==> src/rtl/riscy_mem_pkg.sv <==
// rtl/riscy_mem_pkg.sv - shared memory-access encodings for arbiter, LSU and decode
//
// Purpose: access-size codes, arbiter state enum and requester-owner enum.
// Ports: none (package).
package riscy_mem_pkg;

  localparam logic [1:0] SZ_BYTE = 2'd0;
  localparam logic [1:0] SZ_HALF = 2'd1;
  localparam logic [1:0] SZ_WORD = 2'd2;

  typedef enum logic [1:0] {
    ST_IDLE,
    ST_ISSUE,
    ST_WAIT,
    ST_RESP
  } arb_state_e;

  typedef enum logic {
    OWN_I,
    OWN_D
  } owner_e;

endpackage

==> src/rtl/mem_lane_align.sv <==
// rtl/mem_lane_align.sv - byte-lane alignment helper for the memory arbiter
//
// Purpose: combinational misalignment check, store strobe/data replication,
// load lane select and sign/zero extension.
// Ports:
//   size        in  2   access size code (SZ_BYTE/SZ_HALF/SZ_WORD, 3 illegal)
//   addr_lo     in  2   byte offset within the word
//   is_unsigned in  1   zero-extend loads
//   wdata       in  32  right-aligned store data
//   rdata       in  32  raw memory word
//   misaligned  out 1   access cannot be performed
//   we_mask     out 4   byte strobes for a store
//   wdata_lane  out 32  store data replicated into every lane
//   rdata_ext   out 32  selected and extended load data
module mem_lane_align
  import riscy_mem_pkg::*;
(
  input  logic [1:0]  size,
  input  logic [1:0]  addr_lo,
  input  logic        is_unsigned,
  input  logic [31:0] wdata,
  input  logic [31:0] rdata,
  output logic        misaligned,
  output logic [3:0]  we_mask,
  output logic [31:0] wdata_lane,
  output logic [31:0] rdata_ext
);

  logic [31:0] byte_shift;
  logic [31:0] half_shift;

  // Bring the addressed byte/half down to bit 0 before extension.
  assign byte_shift = rdata >> {addr_lo, 3'b000};
  assign half_shift = rdata >> {addr_lo[1], 4'b0000};

  always_comb begin
    misaligned = 1'b0;
    we_mask    = 4'b0000;
    wdata_lane = wdata;
    rdata_ext  = rdata;
    case (size)
      SZ_BYTE: begin
        we_mask    = 4'b0001 << addr_lo;
        wdata_lane = {4{wdata[7:0]}};
        rdata_ext  = {{24{~is_unsigned & byte_shift[7]}}, byte_shift[7:0]};
      end
      SZ_HALF: begin
        misaligned = addr_lo[0];
        we_mask    = 4'b0011 << {addr_lo[1], 1'b0};
        wdata_lane = {2{wdata[15:0]}};
        rdata_ext  = {{16{~is_unsigned & half_shift[15]}}, half_shift[15:0]};
      end
      SZ_WORD: begin
        misaligned = (addr_lo != 2'b00);
        we_mask    = 4'b1111;
      end
      default: misaligned = 1'b1;
    endcase
  end

endmodule

==> src/rtl/mem_arbiter.sv <==
// rtl/mem_arbiter.sv - round-robin fetch/load-store arbiter for the single-port memory
//
// Purpose: grants one fetch or data request at a time, sequences the memory
// access (IDLE/ISSUE/WAIT/RESP) and returns extended load data or an error.
// Ports:
//   clk, rst_n                  clock, synchronous active-low reset
//   i_req/i_addr                fetch request (held until i_done)
//   i_done/i_rdata/i_err        fetch response pulse, word, misaligned flag
//   d_req/d_we/d_size/d_unsigned/d_addr/d_wdata   data request
//   d_done/d_rdata/d_err        data response pulse, extended load data, error
//   mem_en/mem_we/mem_addr/mem_wdata/mem_rdata    memory port (1-cycle read latency)
module mem_arbiter
  import riscy_mem_pkg::*;
#(
  parameter int ADDR_W = 32,
  parameter int MEM_AW = 12
) (
  input  logic              clk,
  input  logic              rst_n,
  input  logic              i_req,
  input  logic [ADDR_W-1:0] i_addr,
  output logic              i_done,
  output logic [31:0]       i_rdata,
  output logic              i_err,
  input  logic              d_req,
  input  logic              d_we,
  input  logic [1:0]        d_size,
  input  logic              d_unsigned,
  input  logic [ADDR_W-1:0] d_addr,
  input  logic [31:0]       d_wdata,
  output logic              d_done,
  output logic [31:0]       d_rdata,
  output logic              d_err,
  output logic              mem_en,
  output logic [3:0]        mem_we,
  output logic [MEM_AW-1:0] mem_addr,
  output logic [31:0]       mem_wdata,
  input  logic [31:0]       mem_rdata
);

  arb_state_e        state;
  owner_e            owner;
  owner_e            last_grant;
  owner_e            grant;
  logic [1:0]        lat_size;
  logic [1:0]        lat_addr_lo;
  logic              lat_unsigned;
  logic              lat_we;

  logic [ADDR_W-1:0] req_addr;
  logic [1:0]        req_size;
  logic              req_store;
  logic              idle;
  logic [1:0]        al_size;
  logic [1:0]        al_addr_lo;
  logic              al_unsigned;
  logic              misaligned;
  logic [3:0]        we_mask;
  logic [31:0]       wdata_lane;
  logic [31:0]       rdata_ext;
  logic              unused_addr_hi;

  // Contested grant goes to the side that did not win last time.
  always_comb begin
    grant = OWN_I;
    if (i_req && d_req) begin
      grant = (last_grant == OWN_I) ? OWN_D : OWN_I;
    end else if (d_req) begin
      grant = OWN_D;
    end
  end

  assign req_addr  = (grant == OWN_D) ? d_addr : i_addr;
  assign req_size  = (grant == OWN_D) ? d_size : SZ_WORD;
  assign req_store = (grant == OWN_D) && d_we;
  assign unused_addr_hi = ^req_addr[ADDR_W-1:MEM_AW+2];

  // The aligner sees the incoming request while idle (error check, store lanes)
  // and the latched request afterwards (load lane select in WAIT).
  assign idle        = (state == ST_IDLE);
  assign al_size     = idle ? req_size : lat_size;
  assign al_addr_lo  = idle ? req_addr[1:0] : lat_addr_lo;
  assign al_unsigned = idle ? ((grant == OWN_D) && d_unsigned) : lat_unsigned;

  mem_lane_align u_align (
    .size        (al_size),
    .addr_lo     (al_addr_lo),
    .is_unsigned (al_unsigned),
    .wdata       (d_wdata),
    .rdata       (mem_rdata),
    .misaligned  (misaligned),
    .we_mask     (we_mask),
    .wdata_lane  (wdata_lane),
    .rdata_ext   (rdata_ext)
  );

  always_ff @(posedge clk) begin
    if (!rst_n) begin
      state        <= ST_IDLE;
      owner        <= OWN_I;
      last_grant   <= OWN_D;
      lat_size     <= SZ_BYTE;
      lat_addr_lo  <= 2'b00;
      lat_unsigned <= 1'b0;
      lat_we       <= 1'b0;
      i_done       <= 1'b0;
      i_err        <= 1'b0;
      i_rdata      <= '0;
      d_done       <= 1'b0;
      d_err        <= 1'b0;
      d_rdata      <= '0;
      mem_en       <= 1'b0;
      mem_we       <= 4'b0000;
      mem_addr     <= '0;
      mem_wdata    <= '0;
    end else begin
      i_done <= 1'b0;
      i_err  <= 1'b0;
      d_done <= 1'b0;
      d_err  <= 1'b0;
      mem_en <= 1'b0;
      mem_we <= 4'b0000;
      case (state)
        ST_IDLE: begin
          if (i_req || d_req) begin
            owner        <= grant;
            last_grant   <= grant;
            lat_size     <= req_size;
            lat_addr_lo  <= req_addr[1:0];
            lat_unsigned <= al_unsigned;
            lat_we       <= req_store;
            if (misaligned) begin
              // Rejected without touching memory.
              state <= ST_RESP;
              if (grant == OWN_D) begin
                d_done <= 1'b1;
                d_err  <= 1'b1;
              end else begin
                i_done <= 1'b1;
                i_err  <= 1'b1;
              end
            end else begin
              state    <= ST_ISSUE;
              mem_en   <= 1'b1;
              mem_addr <= req_addr[MEM_AW+1:2];
              if (req_store) begin
                mem_we    <= we_mask;
                mem_wdata <= wdata_lane;
              end
            end
          end
        end
        ST_ISSUE: begin
          if (lat_we) begin
            state  <= ST_RESP;
            d_done <= 1'b1;
          end else begin
            state <= ST_WAIT;
          end
        end
        ST_WAIT: begin
          state <= ST_RESP;
          if (owner == OWN_D) begin
            d_done  <= 1'b1;
            d_rdata <= rdata_ext;
          end else begin
            i_done  <= 1'b1;
            i_rdata <= rdata_ext;
          end
        end
        ST_RESP: state <= ST_IDLE;
        default: state <= ST_IDLE;
      endcase
    end
  end

endmodule

==> config.mk <==
export PLATFORM = sky130hd
export DESIGN_NAME = mem_arbiter
export DESIGN_NICKNAME = d
export VERILOG_FILES = /design/src/rtl/riscy_mem_pkg.sv /design/src/rtl/mem_lane_align.sv /design/src/rtl/mem_arbiter.sv
export SDC_FILE = /design/constraint.sdc
export NUM_CORES = 1
export LEC_CHECK = 0
export BUFFER_PORTS_ARGS = -buffer_cell sky130_fd_sc_hd__buf_4
export CORE_MARGIN = 8
export CORE_UTILIZATION = 35
export DETAILED_ROUTE_END_ITERATION = 10
export PLACE_DENSITY = 0.66
export SLEW_MARGIN = 10
export SYNTH_ARGS = -nofsm -noshare
export SYNTH_HDL_FRONTEND = slang
export SYNTH_SLANG_ARGS = --single-unit
==> constraint.sdc <==
create_clock -name clk -period 3.6 [get_ports clk]
set_clock_uncertainty 0.15 [all_clocks]
set_input_delay 0 -clock clk [delete_from_list [all_inputs] [get_ports clk]]
set_output_delay 0 -clock clk [all_outputs]
set_load 0.05 [all_outputs]
-- Word-level counts from Yosys, hierarchy flattened
Cells that the tools add are included.
- output and inout bits: 117
- latch bits: 0
- memories kept: 0
- ROM bits: 0
- input port bits: 136
- memory bits (writable): 0
- register bits: 127
- shifts and indexed selects: 4
- $mul: 0
- eq/ne operators: 6
- $add $sub $neg: 0
- divide/modulo/power cells: 0
- mux-type cells: 28
- bitwise operators: 9
- reduce and logical (&&, ||, !) cells: 15
- magnitude comparators: 0
- operators by type and width (operator ; count):
    one-hot mux 32 bit (2 select lines) ; 2
    >> shifter 32 x 5 -> 16 bit ; 1
    >> shifter 32 x 5 -> 8 bit ; 1
    2-to-1 mux 1 bit ; 15
    2-to-1 mux 14 bit ; 1
    one-hot mux 4 bit (3 select lines) ; 1
    2-to-1 mux 2 bit ; 5
    one-hot mux 2 bit (4 select lines) ; 1
    AND reduction 2 bit ; 4
    NOT 1 bit ; 7
    == test 2 bit (second input constant) ; 3
    one-hot mux 1 bit (3 select lines) ; 2
    AND reduction 3 bit ; 2
    OR reduction 5 bit ; 1
    == test 2 x 1 -> 1 bit (second input constant) ; 2
    logical NOT 2 bit ; 2
    AND reduction 4 bit ; 1
    left shift 1 x 2 -> 4 bit (first input constant) ; 1
    left shift 2 x 2 -> 4 bit (first input constant) ; 1
    logical AND 1 bit ; 3
    bitwise AND 1 bit ; 2
    inequality test 2 x 1 -> 1 bit (second input constant) ; 1
    one-hot mux 1 bit (2 select lines) ; 1
    nonzero test 2 bit ; 1
    logical OR 1 bit ; 1

-- Depth between registers and ports, before layout
Gate-level depths: netlist of the first run.
- depth after elaboration: 9
- gate-level depth with buffers: 11

-- Hierarchy
A second synthesis of the first run with hierarchy kept.
- cells, all modules: 728
- area total of the unflattened synthesis: 5954.5 um^2
- by module, submodules not included (module ; instances ; area each (um^2) ; cells each ; seq. area each (um^2)):
    mem_arbiter ; 1 ; 4824.6 ; 561 ; 2542.4
    mem_lane_align ; 1 ; 1129.8 ; 167 ; 0.0

-- Least setup slack after synthesis of the first run
Ideal clock, no wire load.
- path type: flip-flop to flip-flop
- start: register state[1]
- end: register d_rdata[2]
- data required time: 3.331 ns
- stages on the path, launching flop included: 11
- buffers on the path: 3
- data arrival time: 2.186 ns
- setup slack: 1.145 ns
- cells stage by stage: dfxtp_1 -> inv_1 -> ha_1 -> buf_2 -> buf_2 -> nor2b_2 -> nor2_8 -> a21o_1 -> clkbuf_1 -> a221o_1 -> o221a_2
- cells in the longest elaborated chain, start to end: 4
- elaborated cells between the ends (all ways): 10
- RTL lines (what ; RTL line ; text):
    start: declaration ; mem_arbiter.sv:41 ; arb_state_e state;
    start signal: assignment ; mem_arbiter.sv:99 ; state <= ST_IDLE;
    start signal: assignment ; mem_arbiter.sv:134 ; state <= ST_RESP;
    start signal: assignment ; mem_arbiter.sv:143 ; state <= ST_ISSUE;
    logical NOT 2 bit ; mem_arbiter.sv:80 ; assign idle = (state == ST_IDLE);
    2-to-1 mux 2 bit, on equally long branches ; mem_arbiter.sv:82, mem_arbiter.sv:81 ;
    >> shifter 32 x 5 -> 16 bit (tied with other cells) ; mem_lane_align.sv:34 ; assign half_shift = rdata >> {addr_lo[1], 4'b0000};
    one-hot mux 32 bit (2 select lines) ; mem_lane_align.sv:41 ; case (size)
    end signal: assignment ; mem_arbiter.sv:165 ; d_rdata <= rdata_ext;
    end: declaration ; mem_arbiter.sv:32 ; output logic [31:0] d_rdata,
Parallel ways exist; a longest one is shown, timed or not.
A chain may end at the register's enable or synchronous reset.

-- Worst setup path in the final report of the first run
- start: register state[0]
- end: register mem_wdata[22]
- cells in the longest elaborated chain, start to end: 6
- elaborated cells between the ends (all ways): 11
- RTL lines (what ; RTL line ; text):
    logical NOT 2 bit * ; mem_arbiter.sv:80, mem_arbiter.sv:123 ;
    2-to-1 mux 2 bit, on equally long branches ; mem_arbiter.sv:81, mem_arbiter.sv:82 ;
    == test 2 bit (tied with other cells) ; mem_lane_align.sv:41 ;
    one-hot mux 1 bit (3 select lines) ; mem_lane_align.sv:41 ;
    NOT 1 bit (no source line) ; -- ;
    AND reduction 4 bit (no source line) ; -- ;
    end signal: assignment ; mem_arbiter.sv:148 ; mem_wdata <= wdata_lane;
    end: declaration ; mem_arbiter.sv:37 ; output logic [31:0] mem_wdata,
Every way passes the cells marked *; elsewhere a longest branch is shown, timed or not.

==> out/metrics.csv, run 1 <==
stage,metric,value,unit
placed_design,Placer Congestion,0.843,
timing,relative slew slack,0.411,
logic_synthesis,Synth Flop Type,dfxtp_1,
logic_synthesis,Post-synth EDFFs,0,
clock_network,Longest Clk Path Bufs,2,
setup_path,Worst Reg-to-Reg Cells,10,
logic_synthesis,Syn Inst Count,650,
clock_network,CTS root buf,clkbuf_16,
clock_network,clock tree from TritonCTS,built,
layout,Antenna diodes,0,
global_route,vias in the first global route,6271,
drt,DRT iter0 DRCs,364,
drt,Via Count,6244,
power_and_ir_drop,sw frac,0.448,
clock_network,Setup Buffers After CTS,0,
drt,DR WL/cell,18.5,µm
placed_design,PortBufs,216,
timing,f_max,0.303,GHz
timing,total negative slack,0,ps
setup_path,Worst R2R Setup Slack,300,ps
timing,endpoints failing hold,0,
power_and_ir_drop,Tot Pwr,7180,µW
placed_design,Placed Cells incl. Taps,1045,
hold_path,hold depth,5,
layout,final net count,1095,
power_and_ir_drop,VDD IR max,0.574,mV
die,core area,16300,µm²
layout,share of layout cells above drive strength 1,0.313,
global_route,initial antenna violation count,0,
flow_run,max-cap violation count,0,
placed_design,hpwl dp,14.5,mm
power_and_ir_drop,clock share of power,0.239,
global_route,All-Layer GR Usage,0.210,
clock_network,Sink Count,127,
setup_path,Worst Setup Path Type,flop to flop,
die,initial core utilization,0.352,
logic_synthesis,Async SR Flop Fraction,0,
timing,RSZ-0062 raised after global routing,false,
setup_path,crit-path max FO,49,
power_and_ir_drop,logic gate share of total power,0.501,
die,Die Ht,144,µm
drt,DRC viols,0,
setup_path,capturing point of the worst reg2reg path,mem_wdata[22]$_SDFFE_PN0P_,
power_and_ir_drop,P_int,3960,µW
setup_path,CP endpoint kind,flop,
hold_path,hold path endpoint,mem_we[3]$_SDFF_PP0_,
setup_path,Worst Path Required,3810,ps
die,Placement Rows,47,
setup_path,WP data arrival,3510,ps
status,status,"finished, final reports clean",
clock_network,H-tree lvl count,4,
logic_synthesis,Synth Register Bits,127,
layout,Area Overhead vs Synth,60.9,%
timing,minimum hold slack,130,ps
timing,# setup viols final,0,
logic_synthesis,Synth Net Count,791,
power_and_ir_drop,sequential share of power,0.260,
clock_network,CTS buffer count,17,
global_route,global-route wire length before repair,34.2,mm
hold_path,HP Class,primary input to flop,
drt,antenna-violating nets left,0,
layout,fin cells,1187,
power_and_ir_drop,leakage,0.00396,µW
power_and_ir_drop,reported net switching power,3220,µW
clock_network,clk slew on worst S/H paths,60,ps
timing,Slew Limit Fails,0,
logic_synthesis,Synth warnings,0,
logic_synthesis,Syn Area/Cell,8.83,µm²
setup_path,crit path launch type,flop,
clock_network,clock latency at the later pin of the worst-skew pair,420,ps
die,I/O pins,253,
global_route,largest net degree at the start of global routing,69,
global_route,gr ovfl total,0,
logic_synthesis,Netlist cell types,53,
drt,Routed WL,22.0,mm
drt,1st-pass router iterations,6,
logic_synthesis,synthesized area,5740,µm²
die,die area,20800,µm²
logic_synthesis,share of the yosys chip area belonging to registers,0.443,
drt,post-DR vias/cell,5.26,
die,Chip Width,144,µm
timing,fin crit share,0.916,
timing,post-layout minimum cycle time,3300,ps
hold_path,Worst Hold Launch,d_addr[1],
setup_path,r2r startpoint,state[0]$_SDFFE_PN0P_,
power_and_ir_drop,Power per Cell Area,777,nW/µm²
timing,worst slew pin tran,883,ps
cell families (layout without fill, tap and decap cells):
logic type / after synthesis / after routing / synth area share
and+or+nand+nor: 181 / 181 / 0.133
adders and majority gates: 5 / 5 / 0.0109
buffers and inverters: 64 / 381 / 0.0486
DFF: 127 / 127 / 0.443
AOI/OAI and AO/OA: 228 / 228 / 0.286
muxes: 45 / 45 / 0.0793
Yosys cell counts (all sizes together) (3+ instances only):
cell,n,area (µm²)
dfxtp,127,2540
nand2,89,334
nor2,66,272
o21ai,63,319
mux2i,44,444
a31oi,39,244
clkbuf,34,128
a21oi,33,180
buf,23,125
a311oi,21,184
a221o,14,140
nor3,14,70.1
o221a,14,158
a211oi,10,75.1
a22oi,9,67.6
a2111oi,8,114
inv,7,26.3
ha,5,62.6
o22ai,3,18.8
through the flow:
step,instance area (µm²),util,setup slack (ps)
floorplan,5740,-,1150
global placement,7550,0.463,529
detailed placement,7550,0.463,454
CTS,9240,0.567,116
global route,9240,0.567,77.6
finish,9240,0.567,301
what timing repair did:
item / 4_1_cts / 5_1_grt
endpoints found under the setup margin: 0 / 16
hold endpoints to repair: 120 / 0
hold buffers: 110 / 0
gates resized for setup: 0 / 2
registers in the layout, indices dropped and copies added, names as in the netlist:
register      cells
i_done            1
lat_unsigned      1
lat_we            1
lat_size          2
i_rdata          32
lat_addr_lo       2
state             2
mem_en            1
d_err             1
owner             1
d_done            1
d_rdata          32
mem_addr         12
last_grant        1
mem_we            4
i_err             1
mem_wdata        32
worst max-delay path, cell delays in order, from the launching register on:
cell	delay, ps
dfxtp_1	330
inv_1	150
ha_2	420
o21a_2	310
a31o_2	270
nand2_1	150
a21oi_4	210
buf_12	270
nor2_1	90
a311oi_1	290
dlygate4sd3_1	590
power groups by stage:
stage / Sequential [µW] / Clock, µW / Combinational [µW]
after floorplan: 2750 / 0 / 1480
final: 1870 / 1720 / 3590
after CTS: 1860 / 1740 / 3580
after global routing: 1900 / 1810 / 3860
after global placement: 1880 / 0 / 3330
after detailed placement: 1890 / 0 / 3350
worst max-delay path by stage:
stage,start,endpoint,cells after the start
floorplan,state[1]$_SDFFE_PN0P_,d_rdata[2]$_SDFFE_PN0P_,10
global placement,state[0]$_SDFFE_PN0P_,d_rdata[3]$_SDFFE_PN0P_,8
detailed placement,state[0]$_SDFFE_PN0P_,d_rdata[0]$_SDFFE_PN0P_,8
CTS,state[0]$_SDFFE_PN0P_,mem_wdata[17]$_SDFFE_PN0P_,10
global route,state[0]$_SDFFE_PN0P_,mem_wdata[22]$_SDFFE_PN0P_,10
finish,state[0]$_SDFFE_PN0P_,mem_wdata[22]$_SDFFE_PN0P_,10
placed cells by master (no fill, tap or decap), types with 3 or more instances in the layout:
master,n
ha_1,4
a221o_1,14
nor2_1,64
a211oi_1,10
a31oi_1,38
a2111oi_2,7
o221a_2,11
a21oi_2,3
nor3_1,14
o21ai_0,61
a21oi_1,29
buf_4,231
inv_6,4
mux2i_1,43
clkinv_2,3
nand2_1,89
clkinvlp_4,3
a311oi_1,21
dfxtp_1,127
dlygate4sd3_1,110
inv_1,5
clkbuf_16,17
o22ai_1,3
o221a_1,3
a22oi_1,9
metal layers:
| layer | vias up | GRT usage | share of wire | routed length, µm |
|---|---|---|---|---|
| li1 | 3031 | - | - | - |
| met1 | 2918 | 0.255 | 0.42 | 9140 |
| met2 | 269 | 0.338 | 0.46 | 10200 |
| met3 | 26 | 0.0700 | 0.10 | 2220 |
| met4 | 0 | 0.0814 | 0.019 | 413 |
| met5 | - | 0 | 0 | 0 |
cell type report:
type	count	area, µm²
clock buffers	17	425
clock inverters	15	161
repair buffers	342	2860
fillers	1451	7050
well taps	220	275
flip-flops and latches	127	2540
inverters	7	26.3
multi-input cells	459	2950
Power figures use the tool's default switching activity.
==> run 2: changes to the inputs <==
BUFFER_PORTS_ARGS = unset   (was -buffer_cell sky130_fd_sc_hd__buf_4)
DONT_BUFFER_PORTS = 1   (was unset)
PLACE_DENSITY = 0.53   (was 0.66)
==> run 2 against run 1 <==
  * Critical path type unchanged
  * Combinational power decreased by 40%
  * Flip-flop and latch count unchanged
  * Sequential share of layout area is 5.5 points higher
  * Critical path depth is the same
  * Sequential power is 50% higher
  * Cell area shrank 17%
  * First-iteration DRC count fell by 15%
==> out/metrics.csv, run 2 (same netlist as run 1, synthesis figures left out) <==
stage,metric,value,unit
status,status,"finished, final reports clean",
setup_path,crit path buf inv count,4,
setup_path,Worst Setup Path Type,flop to flop,
placed_design,hpwl dp,13.9,mm
power_and_ir_drop,Tot Pwr,6780,µW
timing,fin crit share,0.943,
die,Placement Rows,47,
layout,fillers,1535,
setup_path,Crit path max-delay family,buffers and inverters,
clock_network,clock latency at the later pin of the worst-skew pair,420,ps
clock_network,Longest Clk Path Bufs,2,
global_route,global-route wire length before repair,32.2,mm
setup_path,CP max stage cell,dlygate4sd3_1,
power_and_ir_drop,leakage,0.00289,µW
timing,# setup viols final,0,
timing,Slew Limit Fails,0,
timing,worst slew pin tran,1110,ps
clock_network,H-tree lvl count,4,
die,initial core utilization,0.352,
layout,biggest regs,"d_rdata: 32 flops, i_rdata: 32 flops, mem_wdata: 32 flops",
layout,area of the multi-input gates,2960,µm²
clock_network,clk slew on worst S/H paths,60,ps
die,die area,20800,µm²
global_route,initial antenna violation count,0,
power_and_ir_drop,Power per Cell Area,880,nW/µm²
setup_path,Worst R2R Setup Slack,200,ps
hold_path,Worst Hold Launch,mem_rdata[28],
clock_network,clock tree from TritonCTS,built,
setup_path,crit-path max FO,49,
clock_network,CTS root buf,clkbuf_16,
clock_network,Sink Count,127,
global_route,All-Layer GR Usage,0.203,
setup_path,CP max stage delay,590,ps
timing,total negative slack,0,ps
die,I/O pins,253,
layout,Antenna diodes,0,
drt,DR WL/cell,21.9,µm
layout,"most common cell after layout, fill and taps aside",dfxtp_1,
hold_path,HP Class,primary input to flop,
placed_design,pre-CTS worst setup slack,226,ps
setup_path,Worst Reg-to-Reg Cells,10,
drt,Routed WL,21.3,mm
timing,f_max,0.294,GHz
timing,relative slew slack,0.258,
timing,endpoints failing hold,0,
layout,sequential cell area,2540,µm²
flow_run,max-cap violation count,0,
setup_path,CP endpoint kind,flop,
power_and_ir_drop,VDD IR max,0.521,mV
hold_path,hold path endpoint,i_rdata[4]$_SDFFE_PN0P_,
clock_network,CTS buffer count,17,
timing,RSZ-0062 raised after global routing,false,
placed_design,Placer Congestion,0.880,
timing,"crit path setup slack, layout",204,ps
placed_design,PortBufs,0,
drt,DRT iter0 DRCs,308,
global_route,vias in the first global route,5660,
setup_path,critical path cell sequence,inv_1 > ha_1 > inv_2 > a32oi_1 > nand2_1 > a21oi_4 > buf_12 > nor2_1 > a311oi_1 > dlygate4sd3_1,
setup_path,Worst Path Required,3810,ps
drt,1st-pass router iterations,5,
die,core area,16300,µm²
layout,final net count,882,
global_route,largest net degree at the start of global routing,69,
die,Chip Width,144,µm
layout,share of layout cells above drive strength 1,0.111,
timing,minimum hold slack,7.82,ps
drt,DRC viols,0,
setup_path,r2r startpoint,state[1]$_SDFFE_PN0P_,
setup_path,crit path launch type,flop,
global_route,gr ovfl total,0,
drt,post-DR vias/cell,5.70,
layout,Area Overhead vs Synth,34.1,%
setup_path,WP data arrival,3610,ps
drt,Via Count,5551,
layout,"commonest non-fill, non-tap cells in the layout","dfxtp_1 (127), dlygate4sd3_1 (114), nand2_1 (89)",
setup_path,capturing point of the worst reg2reg path,mem_wdata[20]$_SDFFE_PN0P_,
drt,antenna-violating nets left,0,
hold_path,hold depth,3,
timing,post-layout minimum cycle time,3400,ps
die,Die Ht,144,µm
==> run 2: changes by cell type in the layout (fill, tap and decap cells not counted), sizes merged <==
cell | previous run | this run
buf | 232 | 15
bufinv | 2 | 3
clkbuf | 17 | 18
clkinvlp | 3 | 2
dlygate4sd3 | 110 | 114
inv | 11 | 10
==> run 2: final cells by class <==
| type | instances | share of cell area |
|---|---|---|
| Clock buffer | 18 | 0.0558 |
| Clock inverter | 14 | 0.0234 |
| Inverter | 7 | 0.00341 |
| Multi-Input combinational cell | 459 | 0.384 |
| Sequential cell | 127 | 0.330 |
| Tap cell | 220 | 0.0358 |
| Timing Repair Buffer | 129 | 0.167 |
==> run 2: repair_timing <==
item,4_1_cts,5_1_grt
endpoints found under the hold margin,125,0
buffers inserted,0,0
hold buffers,115,0
gates resized for setup,0,0
==> run 2: metrics by stage <==
stage                     area, µm²  instances   util
after floorplan                5740        650      -
after global placement         5910        827  0.363
after detailed placement       5910        827  0.363
after CTS                      7690        974  0.472
after global routing           7700        974  0.473
final                          7700        974  0.473
==> run 2: report_power, final <==
group          internal, µW  switching [µW]
registers              1700            1120
logic                   853            1320
clock network          1100             691
total                  3650            3130
==> run 2: per-layer routing <==
layer  global-route usage  up-vias  wire, µm
met5                    0        -         0
met4               0.0791        0       477
met3               0.0842       38      2500
met2                0.329      307      9920
met1                0.235     2607      8390
li1                     -     2599         -
==> run 2: worst reg2reg max path, stage by stage (launching register included) <==
cell	delay, ps
dfxtp_1	360
inv_1	130
ha_1	580
inv_2	240
a32oi_1	310
nand2_1	180
a21oi_4	210
buf_12	250
nor2_1	90
a311oi_1	260
dlygate4sd3_1	590
==> run 2: worst max path at each step <==
| stage | cells past startpoint | endpoint | slack, ps | startpoint |
|---|---|---|---|---|
| after floorplan | 10 | d_rdata[2]$_SDFFE_PN0P_ | 1150 | state[1]$_SDFFE_PN0P_ |
| after global placement | 8 | i_rdata[19]$_SDFFE_PN0P_ | 360 | state[0]$_SDFFE_PN0P_ |
| after detailed placement | 8 | d_rdata[26]$_SDFFE_PN0P_ | 230 | state[0]$_SDFFE_PN0P_ |
| after CTS | 8 | d_rdata[26]$_SDFFE_PN0P_ | 220 | state[1]$_SDFFE_PN0P_ |
| after global routing | 10 | mem_wdata[20]$_SDFFE_PN0P_ | 30 | state[0]$_SDFFE_PN0P_ |
| final | 10 | mem_wdata[20]$_SDFFE_PN0P_ | 200 | state[1]$_SDFFE_PN0P_ |
